--- config.mk ---
export PLATFORM = sky130hd
export DESIGN_NAME = beta_mem_ctrl
export DESIGN_NICKNAME = d
export VERILOG_FILES = /design/src/rtl/beta_mem_ctrl_pkg.sv /design/src/rtl/beta_mem_ctrl.sv
export SDC_FILE = /design/constraint.sdc
export NUM_CORES = 1
export LEC_CHECK = 0
export ABC_AREA = 1
export CAP_MARGIN = 30
export CORE_UTILIZATION = 49
export DETAILED_ROUTE_END_ITERATION = 8
export GPL_ROUTABILITY_DRIVEN = 0
export PLACE_DENSITY_LB_ADDON = 0.15
export REMOVE_ABC_BUFFERS = 1
export SYNTH_ARGS = -nofsm -noshare
export SYNTH_HDL_FRONTEND = slang
export SYNTH_SLANG_ARGS = --single-unit
--- constraint.sdc ---
create_clock -name clk -period 2.35 [get_ports clk]
set_clock_uncertainty 0.05 [all_clocks]
set_input_delay 0.705 -clock clk [delete_from_list [all_inputs] [get_ports clk]]
set_output_delay 0.705 -clock clk [all_outputs]
set_load 0.02 [all_outputs]
--- src/rtl/beta_mem_ctrl_pkg.sv ---
// Shared MAP-decoder definitions for the beta state-metric SRAM sequencer.
// Holds the default frame geometry and the sequencer state encoding.
package beta_mem_ctrl_pkg;

    localparam int N_STATES   = 8;   // trellis states per step (metrics per SRAM row)
    localparam int N_STEPS    = 9;   // trellis steps per frame
    localparam int ADDR_WIDTH = 8;   // SRAM addr_b width
    localparam int STEP_WIDTH = 4;   // width of step indices

    // Sequencer states; explicit codes keep the encoding stable for legacy tools.
    typedef enum logic [2:0] {
        BC_IDLE         = 3'd0,
        BC_WRITE        = 3'd1,
        BC_READ_ISSUE   = 3'd2,
        BC_READ_PRESENT = 3'd3,
        BC_DONE         = 3'd4
    } beta_ctrl_state_t;

endpackage : beta_mem_ctrl_pkg

--- src/rtl/beta_mem_ctrl.sv ---
// Beta state-metric SRAM sequencer.
// Writes one frame of backward-recursion vectors from step N_STEPS-2 down
// to 0 (step N_STEPS-1 keeps its preloaded termination metrics), then reads
// steps 0..N_STEPS-1 back to the LLR unit under a valid/ready handshake.
// Beta data flows directly into the SRAM; only control, address and
// handshakes are produced here.
module beta_mem_ctrl #(
    parameter int N_STATES   = beta_mem_ctrl_pkg::N_STATES,
    parameter int N_STEPS    = beta_mem_ctrl_pkg::N_STEPS,
    parameter int ADDR_WIDTH = beta_mem_ctrl_pkg::ADDR_WIDTH,
    parameter int STEP_WIDTH = beta_mem_ctrl_pkg::STEP_WIDTH
) (
    input  logic                  clk,
    input  logic                  rst,
    input  logic                  start,
    input  logic                  wr_valid,
    output logic                  wr_ready,
    output logic [STEP_WIDTH-1:0] wr_step,
    output logic                  sram_we,
    output logic [ADDR_WIDTH-1:0] sram_addr,
    output logic                  rd_valid,
    input  logic                  rd_ready,
    output logic [STEP_WIDTH-1:0] rd_step,
    output logic                  busy,
    output logic                  done
);

    import beta_mem_ctrl_pkg::*;

    // N_STATES is a power of two, so the row address is a plain shift.
    localparam int                    ADDR_SHIFT  = $clog2(N_STATES);
    localparam logic [STEP_WIDTH-1:0] STEP_ZERO   = {STEP_WIDTH{1'b0}};
    localparam logic [STEP_WIDTH-1:0] STEP_ONE    = {{(STEP_WIDTH-1){1'b0}}, 1'b1};
    localparam logic [STEP_WIDTH-1:0] FIRST_WSTEP = STEP_WIDTH'(N_STEPS - 2);
    localparam logic [STEP_WIDTH-1:0] LAST_RSTEP  = STEP_WIDTH'(N_STEPS - 1);

    beta_ctrl_state_t      state_q, state_d;
    logic [STEP_WIDTH-1:0] wstep_q, wstep_d;
    logic [STEP_WIDTH-1:0] rstep_q, rstep_d;
    logic                  rd_valid_q;
    logic                  done_q;

    logic                  wr_ready_s;
    logic                  sram_we_s;
    logic [STEP_WIDTH-1:0] addr_step_s;

    // Next-state and step-counter update for the write/read sequence.
    always_comb begin
        state_d = state_q;
        wstep_d = wstep_q;
        rstep_d = rstep_q;
        case (state_q)
            BC_IDLE: begin
                if (start) begin
                    state_d = BC_WRITE;
                    wstep_d = FIRST_WSTEP;
                end else begin
                    state_d = BC_IDLE;
                end
            end
            BC_WRITE: begin
                if (wr_valid) begin
                    if (wstep_q == STEP_ZERO) begin
                        state_d = BC_READ_ISSUE;
                        rstep_d = STEP_ZERO;
                    end else begin
                        wstep_d = wstep_q - STEP_ONE;
                    end
                end else begin
                    state_d = BC_WRITE;
                end
            end
            BC_READ_ISSUE: begin
                state_d = BC_READ_PRESENT;
            end
            BC_READ_PRESENT: begin
                if (rd_ready) begin
                    if (rstep_q == LAST_RSTEP) begin
                        state_d = BC_DONE;
                    end else begin
                        rstep_d = rstep_q + STEP_ONE;
                        state_d = BC_READ_ISSUE;
                    end
                end else begin
                    state_d = BC_READ_PRESENT;
                end
            end
            BC_DONE: begin
                state_d = BC_IDLE;
            end
            default: begin
                state_d = BC_IDLE;
            end
        endcase
    end

    // State, counters and registered handshake outputs; reset abandons any frame.
    always_ff @(posedge clk or posedge rst) begin
        if (rst) begin
            state_q    <= BC_IDLE;
            wstep_q    <= STEP_ZERO;
            rstep_q    <= STEP_ZERO;
            rd_valid_q <= 1'b0;
            done_q     <= 1'b0;
        end else begin
            state_q    <= state_d;
            wstep_q    <= wstep_d;
            rstep_q    <= rstep_d;
            rd_valid_q <= (state_d == BC_READ_PRESENT);
            done_q     <= (state_d == BC_DONE);
        end
    end

    // SRAM control decode; the write strobe follows wr_valid with no added delay.
    always_comb begin
        wr_ready_s  = 1'b0;
        sram_we_s   = 1'b0;
        addr_step_s = STEP_ZERO;
        case (state_q)
            BC_IDLE: begin
                addr_step_s = STEP_ZERO;
            end
            BC_WRITE: begin
                wr_ready_s  = 1'b1;
                sram_we_s   = wr_valid;
                addr_step_s = wstep_q;
            end
            BC_READ_ISSUE: begin
                addr_step_s = rstep_q;
            end
            BC_READ_PRESENT: begin
                // Holding the address keeps the SRAM re-reading the same row,
                // so the presented data stays stable during backpressure.
                addr_step_s = rstep_q;
            end
            BC_DONE: begin
                addr_step_s = STEP_ZERO;
            end
            default: begin
                addr_step_s = STEP_ZERO;
            end
        endcase
    end

    assign wr_ready  = wr_ready_s;
    assign sram_we   = sram_we_s;
    assign sram_addr = ADDR_WIDTH'(addr_step_s) << ADDR_SHIFT;
    assign wr_step   = wstep_q;
    assign rd_step   = rstep_q;
    assign rd_valid  = rd_valid_q;
    assign done      = done_q;
    assign busy      = (state_q != BC_IDLE);

endmodule : beta_mem_ctrl

* After elaboration in Yosys (flattened, before gate mapping)
Index checks and enable logic that the tools add are counted.
Storage, ports and cells: logic and storage cells 45, flip-flop bits (word level) 13, input bits 5
Cells by class: reduce and logical (&&, ||, !) cells 8, $add $sub $neg 2, multiplexer cells 18, equality and inequality tests 12
Operators with widths (count):
- 4-bit 2-to-1 mux | 7
- 4-bit case mux with 2 select lines | 3
- 3-bit 2-to-1 mux | 4
- 2-bit inequality test (second input constant) | 6
- 3-bit case mux with 4 select lines | 1
- 3-bit by 2-bit equality test with 1-bit output (second input constant) | 3
- 5-bit AND reduction | 1
- 4-bit by 1-bit adder with 4-bit output (second input constant) | 1
- 4-bit equality test (second input constant) | 1
- 4-bit zero test | 1
- 4-bit AND reduction | 1
- 2-bit nonzero test | 2
- 4-bit by 1-bit subtractor with 4-bit output (second input constant) | 1
- 3-bit by 1-bit equality test with 1-bit output (second input constant) | 1
- 3-bit equality test (second input constant) | 1
- 3-bit zero test | 1
- 1-bit 2-to-1 mux | 3
- 3-bit nonzero test | 1
- 2-bit OR reduction | 1

* Depth between registers and ports, before layout
Gate-level depths: netlist (run 1).
word-level depth 5, depth in mapped cells 9

* Least setup slack after synthesis (run 1)
Ideal clock, no wire load.
kind register -> output, start point register state_q[1], end point output sram_addr[4], arrival 1250 ps, data required time 1595 ps, path slack 345 ps, cell stages (with the launch flop) 6, path through dfrtp_1 > inv_1 > nand2_1 > nor2_4 > inv_2 > o22ai_1
Between the ends: word-level cells in the longest chain between the ends 3
Ends and longest elaborated chain:
- start, declared | RTL line beta_mem_ctrl.sv:37 | beta_ctrl_state_t state_q, state_d;
- start signal, assigned | RTL line beta_mem_ctrl.sv:106 | state_q <= state_d;
- 3-bit by 2-bit equality test with 1-bit output | RTL line beta_mem_ctrl.sv:119 | case (state_q)
- 2-bit OR reduction (no line)
- 4-bit case mux with 2 select lines (*) | RTL line beta_mem_ctrl.sv:119
- end, declared | RTL line beta_mem_ctrl.sv:20 | output logic [ADDR_WIDTH-1:0] sram_addr,
Every way passes the cells marked *; elsewhere a longest branch is shown, timed or not.

* Worst setup path after layout (run 1)
start point register state_q[1], end point output wr_ready
Between the ends: word-level cells in the longest chain between the ends 2
Ends and longest elaborated chain:
- 3-bit by 1-bit equality test with 1-bit output | RTL line beta_mem_ctrl.sv:119
- 1-bit 2-to-1 mux | RTL line beta_mem_ctrl.sv:119
- end, declared | RTL line beta_mem_ctrl.sv:17 | output logic wr_ready,
No other way between the ends.

==> impl_results.md, run 1 <==
* Antenna violations before repair at 0
* Die W at 43.89 µm
* Clock sink count at 13
* Critical Path Start: state_q[1]
* Final net count at 162
* Fmax at 0.4460 GHz
* DRC at 0
* Critical path data required time at 1.59 ns
* TritonCTS buffer count at 3
* Synth area leader: dfrtp_1
* Max VDD drop at 0.7509 mV
* Via Count at 884
* Worst Setup Start Kind: register
* Most frequent cells in the layout: nand2_1 (41), inv_1 (14), clkdlybuf4s50_1 (14)
* Sequential Area at 325.3 µm²
* Vias in the first global route at 809
* Final worst setup slack at 0.1078 ns
* Synthesis-stage register bit count at 13
* Yosys top cell area share at 0.3785
* Area grow syn2layout at 29.69%
* CTS tree: built
* Mean number of vias per cell at 5.231
* Synthesized cell area at 859.6 µm²
* Status: completed
* Initial Util at 0.5452
* Warnings from Yosys at 0
* Final worst-path cycle share at 0.9541
* Number of routed nets with antenna violations at 0
* Sum Neg Setup Slack at 0 ns
* Setup-failing EPs final at 0
* Ranking of synthesized cells by area: dfrtp_1 (38%), nand2_1 (18%), nand3_1 (6.4%)
* # fillers at 143
* Seq/Total Area, Yosys at 0.3785
* Hold Crit Class: register to register
* Slew Viols, Final at 0
* Clock slew at reported path FFs at 0.08 ns
* Routed wire per std cell at 12.43 µm
* Cell Pwr Density at 1248 nW/µm²
* Rows at 14
* I/O pins at 26
* Largest net degree at the start of global routing at 14
* 1st-iter DRT viols at 32
* Worst Path Max Fanout at 6
* Die Area at 1926 µm²
* Layout cells sized above 1 at 0.1503
* Commonest non-fill, non-tap cell in the layout: nand2_1
* First-pass GRT wire length at 3443 µm
* Port Buffers at 21
* H-tree level count at 1
* Die height at 43.89 µm
* Total gr overflow at 0
* Critical path class: register to output pin
* Root buffer cell: clkbuf_4
* Kind of end point of the critical path: output pin
* Max Buffers Root-to-Sink at 2
* RSZ-0062 raised after global routing: false
* Crit path time final at 2.242 ns
* Clk_lat worst skew at 0.28 ns
* Pre-CTS setup slack at -0.3477 ns
* Final wirelength at 2101 µm
* Core Box Area at 1577 µm²
* Final hold slack at 0.5061 ns
* Avg Inst Size Synth at 6.988 µm²
* Max-cap violations at 0
* Gr usage total at 0.2435
* Ant. Diodes at 0
* Leak at 0.5967 nW
* DP HPWL at 1589 µm
* Multi-input logic area at 455.4 µm²
* Worst r2r src: wr_step[0]
* Critical Path AT at 1.49 ns
* TritonRoute pass-1 iters at 6
* Gate Count Post-Synth at 123
* Netlist cell types at 18
* Final hold violations at 0
* Min-delay src: wr_step[0]
[per-stage QoR]
stage	power (mW)	std cells	instance area, µm²	util
finish	1.392	169	1115	0.7071
global route	1.491	169	1115	0.7071
CTS	1.396	169	1130	0.7167
detailed placement	1.274	165	1116	0.7079
global placement	1.235	165	1116	0.7079
floorplan	0.9184	122	840.8	-
[synth_stat cells]
| master | n |
|---|---|
| nand3b_1 | 3 |
| inv_1 | 14 |
| nand3_1 | 11 |
| o22ai_1 | 2 |
| nor2_2 | 1 |
| nand4_1 | 1 |
| nand2_2 | 4 |
| nor2_4 | 2 |
| nor2_1 | 13 |
| conb_1 | 1 |
| a211oi_1 | 1 |
| nand2_1 | 41 |
| xnor2_1 | 2 |
| inv_2 | 2 |
| dfrtp_1 | 13 |
| buf_4 | 4 |
| ha_1 | 3 |
| o21ai_0 | 5 |
[cells by family after synthesis]
group,after synthesis,synth area share
AO/OA/AOI/OAI,8,0.05240
buffers and inverters,20,0.1048
other,1,0.004363
flip-flops,13,0.3785
adder cells (fa/ha/maj),3,0.04367
AND/OR/NAND/NOR,76,0.3959
XOR/XNOR,2,0.02038
[sequential cells by signal (all words and copies together), names as in the netlist]
register,cells
done,1
wr_step,4
rd_step,4
state_q,3
rd_valid,1
[final timing paths]
kind / slack [ns] / cells past startpoint / endpoint
max in group asynchronous: 1.22 / 2 / rd_step[0]
worst min-delay path: 0.51 / 2 / wr_step[0]
worst max register to register: 0.81 / 9 / rd_step[0]
worst max-delay path: 0.11 / 5 / wr_ready
worst min register to register: 0.51 / 2 / wr_step[0]
min in group asynchronous: 0.69 / 2 / done
[area by class of cell]
type,instances,area share
well taps,16,0.01796
flip-flops and latches,13,0.2918
inverters,16,0.05387
multi-input cells,93,0.4085
repair buffers,27,0.2043
clock buffers,4,0.02357
[per-layer routing]
| layer | wire, µm | vias to the layer above | track usage |
|---|---|---|---|
| li1 | - | 434 | - |
| met2 | 1036 | 38 | 0.4090 |
| met1 | 906 | 405 | 0.3113 |
| met5 | 0 | - | 0 |
| met3 | 124 | 7 | 0.04167 |
| met4 | 35 | 0 | 0.09697 |
[repair_timing]
| action | in CTS | in global routing |
|---|---|---|
| endpoints found under the setup margin | 7 | 4 |
| buffers inserted | 0 | 0 |
| hold buffers | 0 | 0 |
| gates resized for setup | 10 | 10 |
[critical path, cell delays in order, from the launching register on]
cell	delay (ns)
dfrtp_1	0.38
inv_1	0.09
nand2_1	0.09
nor2_4	0.16
buf_4	0.15
dlygate4sd2_1	0.32
[power breakdown]
part           switching [mW]  internal (mW)  leakage, nW  total (mW)
combinational           0.517          0.333        0.420       0.850
clock                  0.0788         0.0660       0.0150       0.145
sequential             0.0950          0.302        0.161       0.397
Note: power is estimated with default switching activity, not from simulation.
==> run 2, diff against run 1 <==
Settings changed: ABC_AREA 1 to unset, SETUP_SLACK_MARGIN set to 0.4.
Clock period 2.35 ns to 2.6 ns, I/O delays scaled along.
==> run 2 against run 1 <==
Net effect: clock power decreased by 17%; worst hold slack got worse by 0.00068 ns; first-iteration DRC count increased by 9.4%; cell area increased by 11%; register-to-register slack got worse by 0.10 ns; non-clock buffer count increased by 11; sequential power decreased by 5.0%; count of clock-buffer cells in the layout unchanged; core utilization increased by 6.9 points.
==> impl_results.md, run 2 <==
* Status: completed
* Max-cap violations at 0 (unchanged)
* Clock slew at reported path FFs at 0.08 ns (about the same)
* 1st-iter DRT viols at 35 (+9.4%)
* Final hold violations at 0 (unchanged)
* Crit path time final at 2.202 ns
* Worst R2R Setup Slack at 0.71 ns (-0.10 ns)
* Vias in the first global route at 759 (-6.2%)
* Placed insts at 135 (-18%)
* Port Buffers at 21 (unchanged)
* CP max stage cell: dfrtp_2
* Synth area leader: dfrtp_1
* Switching Power at 0.6006 mW (-13%)
* Min-delay src: wr_step[3]
* Top cells by instance count after synthesis: dfrtp_1 (13), inv_1 (8), a21oi_1 (5), buf_4 (5), nand2_1 (5)
* Core Box Area at 1594 µm² (+1.1%)
* DRC at 0 (unchanged)
* Final worst-path cycle share at 0.8471
* Commonest non-fill, non-tap cell in the layout: buf_4
* DP HPWL at 1418 µm (-11%)
* Largest net degree at the start of global routing at 14 (unchanged)
* Synth async-reset ratio at 1.000 (unchanged)
* Hold Buf Count CTS at 0 (unchanged)
* Avg Inst Size Synth at 9.561 µm² (+37%)
* TritonCTS buffer count at 3 (unchanged)
* Sw frac at 0.4513 (-0.04543)
* RSZ-0062 raised after global routing: true
* Ant. Diodes at 0 (unchanged)
* Max Buffers Root-to-Sink at 2 (unchanged)
* Netlist cell types at 39 (+21)
* Antenna violations before repair at 0 (unchanged)
* Hold Crit Class: register to register
* Via Count at 867 (-1.9%)
* Critical path data required time at 1.77 ns (+0.18 ns)
* Area post-placement at 1101 µm² (-1.3%)
* First-pass GRT wire length at 3429 µm (-0.41%)
* Clock power frac at 0.090 (-0.014)
* Worst Path Max Fanout at 6 (unchanged)
* CP peak stage delay at 0.41 ns (+0.03 ns)
* Die height at 44.37 µm (+1.1%)
* Worst r2r src: wr_step[0]
* Mean number of vias per cell at 5.742 (+9.8%)
* I/O pins at 26 (unchanged)
* Rows at 14 (unchanged)
* Gr usage total at 0.2449 (+0.001380)
* Seq/Total Area, Yosys at 0.3698 (-0.008614)
* Routed wire per std cell at 14.69 µm (+18%)
* Overall power at 1.331 mW (-4.4%)
* Warnings from Yosys at 0 (unchanged)
* Combinational share of power at 0.626 (+0.015)
* Internal power at 0.7303 mW (+4.3%)
* Die W at 44.37 µm (+1.1%)
* Root buffer cell: clkbuf_4
* Cell area after layout at 1237 µm² (+11%)
* TritonRoute pass-1 iters at 4 (-2)
* Final Non-Filler Cells at 151 (-11%)
* Most frequent cell after synthesis: dfrtp_1
* Layout cells sized above 1 at 0.2913 (+0.1410)
* Flop pwr share at 0.283 (-0.002)
* Yosys top cell area share at 0.3698 (-0.008614)
* H-tree level count at 1 (unchanged)
* Main synth FF type: dfrtp_1
* Fmax at 0.4540 GHz
* Setup-failing EPs final at 0 (unchanged)
* Area grow syn2layout at 40.68%
* Die Area at 1969 µm² (+2.2%)
* Final wirelength at 2218 µm (+5.6%)
* Total gr overflow at 0 (unchanged)
* Post-synth EDFFs at 0 (unchanged)
* Critical Path AT at 1.37 ns (-0.12 ns)
* Leak at 0.5902 nW (-1.1%)
* Clock sink count at 13 (unchanged)
* Synthesis-stage register bit count at 13 (unchanged)
* Initial Util at 0.5518 (+0.006568)
* Max VDD drop at 0.8613 mV (+15%)
* Most frequent cells in the layout: buf_4 (17), dfrtp_1 (10), inv_1 (8)
* Number of routed nets with antenna violations at 0 (unchanged)
* Synthesized cell area at 879.6 µm² (+2.3%)
* Critical path class: register to output pin
* Final hold slack at 0.5054 ns (-0.0006820 ns)
* Final net count at 136 (-16%)
* Kind of end point of the critical path: output pin
* Worst Setup Start Kind: register
* Slew Viols, Final at 0 (unchanged)
* Crit path cell chain: buf_6, buf_4, a22oi_1, nor2_1, buf_2
* Critical Path Start: state_q[1]
* Gate Count Post-Synth at 92 (-25%)
* CTS tree: built
* Cell Pwr Density at 1076 nW/µm² (-14%)
* Ranking of synthesized cells by area: dfrtp_1 (37%), buf_4 (4.3%), ha_1 (4.3%)
* Clk_lat worst skew at 0.27 ns (about the same)
==> run 2: changes by cell type in the layout (fill, tap and decap cells not counted), sizes merged, moves of 6 or more <==
cell,previous run,this run
dlymetal6s2s,0,6
nand2,45,5
inv,16,8
nand3,11,1
nor2,16,3
buf,7,24
clkdlybuf4s50,14,7
==> run 2: power by group through the flow <==
stage,registers (mW),clock network (mW),logic [mW]
floorplan,0.457,0,0.343
finish,0.377,0.120,0.834
global placement,0.395,0,0.719
CTS,0.384,0.126,0.795
global route,0.394,0.136,0.895
detailed placement,0.398,0,0.743
==> run 2: cell families after synthesis <==
| logic type | Yosys count | synth area share |
|---|---|---|
| other | 1 | 0.004263 |
| multiplexers | 2 | 0.02276 |
| buffers and inverters | 18 | 0.1109 |
| adder cells (fa/ha/maj) | 3 | 0.04268 |
| AO/OA/AOI/OAI | 22 | 0.1877 |
| AND/OR/NAND/NOR | 33 | 0.2618 |
| flip-flops | 13 | 0.3698 |
==> run 2: critical path: cells and delay by family (launching register included) <==
kind	cells	cell delay (ns)
buffers and inverters	3	0.43
and+or+nand+nor	1	0.07
AOI/OAI and AO/OA	1	0.19
DFF	1	0.41
==> run 2: worst paths after layout <==
check,end,depth (start not counted)
worst min-delay path,wr_step[3],1
min in group asynchronous,rd_valid,2
max in group asynchronous,state_q[0],2
worst max register to register,rd_step[1],5
worst min register to register,wr_step[3],1
worst max-delay path,sram_addr[6],5
==> run 2: per-stage QoR <==
step / utilization / setup slack, ns / TNS (ns)
2_1_floorplan: - / 0.6391 / 0
3_3_place_gp: 0.6907 / -0.2779 / -0.2779
3_5_place_dp: 0.6907 / -0.2819 / -0.2819
4_1_cts: 0.7504 / 0.3144 / 0
5_1_grt: 0.7763 / 0.3421 / 0
6_report: 0.7763 / 0.3976 / 0
==> run 2: repair_timing <==
action | 4_1_cts | 5_1_grt
hold endpoints to repair | 0 | 0
buffers inserted | 8 | 4
resized for setup | 26 | 26
pin swaps | 1 | 2
setup endpoints to repair | 7 | 13
==> run 2: cell type report <==
type	instances	area [µm²]
flip-flops and latches	13	329.1
multi-input cells	64	479.2
repair buffers	38	342.8
well taps	24	30.03
clock buffers	4	26.28
fillers	99	356.6
inverters	8	30.03
==> run 2: per-layer routing <==
metal,up-vias,global-route usage,routed length (µm)
met4,0,0.07879,28
met1,411,0.3101,900
met5,-,0,0
met3,4,0.08571,183
li1,401,-,-
met2,51,0.3912,1106
==> run 3, diff against run 2 <==
Settings changed: CORE_UTILIZATION 49 to 41.
Clock period 2.6 ns to 1.9 ns, I/O delays scaled along.
==> run 3 against run 2 <==
Net effect: the flow now finishes with violations (negative setup slack); sequential power is 29% higher; critical path depth down 1; clock power up 47%.
==> impl_results.md, run 3 (synthesis gave the netlist of run 2 again) <==
* Leak at 0.7423 nW (+26%)
* First-pass GRT wire length at 4471 µm (+30%)
* Initial Util at 0.4438 (-0.1080)
* Antenna violations before repair at 0 (unchanged)
* DRC at 0 (unchanged)
* Clk_lat worst skew at 0.28 ns (about the same)
* Worst Setup Start Kind: register
* Failing checks: negative setup slack
* Sum Neg Setup Slack at -0.1165 ns (-0.1165 ns)
* Total gr overflow at 0 (unchanged)
* Vias in the first global route at 946 (+25%)
* CTS tree: built
* Root buffer cell: clkbuf_4
* Clock power frac at 0.072 (-0.018)
* Hold Crit Class: input port to asynchronous set/reset pin
* Crit path time final at 1.944 ns
* Gr usage total at 0.2497 (+0.004784)
* Die W at 48.32 µm (+8.9%)
* Sw frac at 0.4286 (-0.02271)
* Status: finished, violations left
* Combinational share of power at 0.731 (+0.105)
* Fmax at 0.5143 GHz
* Critical Path AT at 1.32 ns (-0.05 ns)
* Max-cap violations at 0 (unchanged)
* Overall power at 2.471 mW (+86%)
* TritonRoute pass-1 iters at 4 (unchanged)
* Largest net degree at the start of global routing at 14 (unchanged)
* Die height at 48.32 µm (+8.9%)
* Cell Pwr Density at 1551 nW/µm² (+44%)
* Clock sink count at 13 (unchanged)
* RSZ-0062 raised after global routing: true
* Number of routed nets with antenna violations at 0 (unchanged)
* Area grow syn2layout at 81.08%
* TritonCTS buffer count at 3 (unchanged)
* Critical path data required time at 1.28 ns (-0.49 ns)
* Max_slew headroom at 0.6472
* 1st-iter DRT viols at 31 (-11%)
* H-tree level count at 1 (unchanged)
* Routed wire per std cell at 16.67 µm (+13%)
* Setup-failing EPs final at 4 (+4)
* Worst slew pin tran at 0.5286 ns
* Commonest non-fill, non-tap cell in the layout: buf_4
* Final core occ at 0.8037 (+0.02737)
* Max Buffers Root-to-Sink at 2 (unchanged)
* Switching Power at 1.059 mW (+76%)
* Hold Buf Count CTS at 0 (unchanged)
* Worst Path Max Fanout at 8 (+2)
* Final wirelength at 3000 µm (+35%)
* Slew Viols, Final at 0 (unchanged)
* Clock slew at reported path FFs at 0.08 ns (about the same)
* Max VDD drop at 1.270 mV (+47%)
* Via Count at 979 (+13%)
* Layout cells sized above 1 at 0.5882 (+0.2969)
* DP HPWL at 1577 µm (+11%)
* Final hold slack at 0.5792 ns (+0.07386 ns)
* Mean number of vias per cell at 5.439 (-5.3%)
* I/O pins at 26 (unchanged)
* Flop pwr share at 0.197 (-0.086)
* Port Buffers at 21 (unchanged)
* Final worst setup slack at -0.04439 ns (-0.4420 ns)
* Final net count at 162 (+19%)
* Internal power at 1.412 mW (+93%)
* Kind of end point of the critical path: output pin
* Final worst-path cycle share at 1.023
* Die Area at 2334 µm² (+19%)
* Final hold violations at 0 (unchanged)
* Rows at 16 (+2)
* Core Box Area at 1982 µm² (+24%)
* Most frequent cells in the layout: buf_4 (30), buf_6 (27), dfrtp_1 (12)
* Ant. Diodes at 0 (unchanged)
* Critical path class: register to output pin
run 3: area by class of cell:
class | instances | area (µm²)
flip-flops and latches | 13 | 326.6
fillers | 109 | 389.1
inverters | 8 | 32.53
well taps | 27 | 33.78
clock buffers | 4 | 26.28
multi-input cells | 64 | 590.6
repair buffers | 64 | 583.1
run 3: power groups by stage:
stage / logic (mW) / registers, mW / clock network (mW)
after global routing: 1.91 / 0.495 / 0.193
after CTS: 1.61 / 0.467 / 0.180
after global placement: 1.24 / 0.465 / 0
after floorplan: 0.469 / 0.625 / 0
after detailed placement: 1.26 / 0.465 / 0
final: 1.81 / 0.486 / 0.177
run 3: per-stage QoR:
step	area (µm²)	cells	worst slack [ns]
floorplan	823.3	85	0.1315
global placement	1232	155	-0.5712
detailed placement	1232	155	-0.5910
CTS	1490	174	-0.03089
global route	1593	180	-0.1087
finish	1593	180	-0.04439
run 3: final timing paths:
check | from | endpoint | slack, ns | cells after the start
min in group clk | wr_step[0] | wr_step[0] | 0.59 | 2
max in group asynchronous | rst | state_q[1] | 0.84 | 2
worst min register to register | wr_step[0] | wr_step[0] | 0.59 | 2
worst min-delay path | rst | wr_step[3] | 0.58 | 2
worst max-delay path | state_q[1] | sram_addr[5] | -0.04 | 4
worst max register to register | state_q[1] | wr_step[1] | 0.05 | 7
run 3: layer usage:
layer,GRT usage,vias up,wire length [µm]
met2,0.3920,44,1475
met5,0,-,0
li1,-,452,-
met4,0.1029,0,27
met3,0.04717,4,165
met1,0.3380,479,1331
run 3: what timing repair did:
item / in CTS / in global routing
setup buffers: 15 / 6
setup endpoints to repair: 27 / 25
resized for setup: 130 / 11
pin swaps: 13 / 9
run 3: worst max-delay path: stages (launching register included):
cell and delay [ns]:
dfrtp_2 0.48, buf_4 0.17, a22oi_2 0.17, nor2_1 0.07, buf_2 0.16
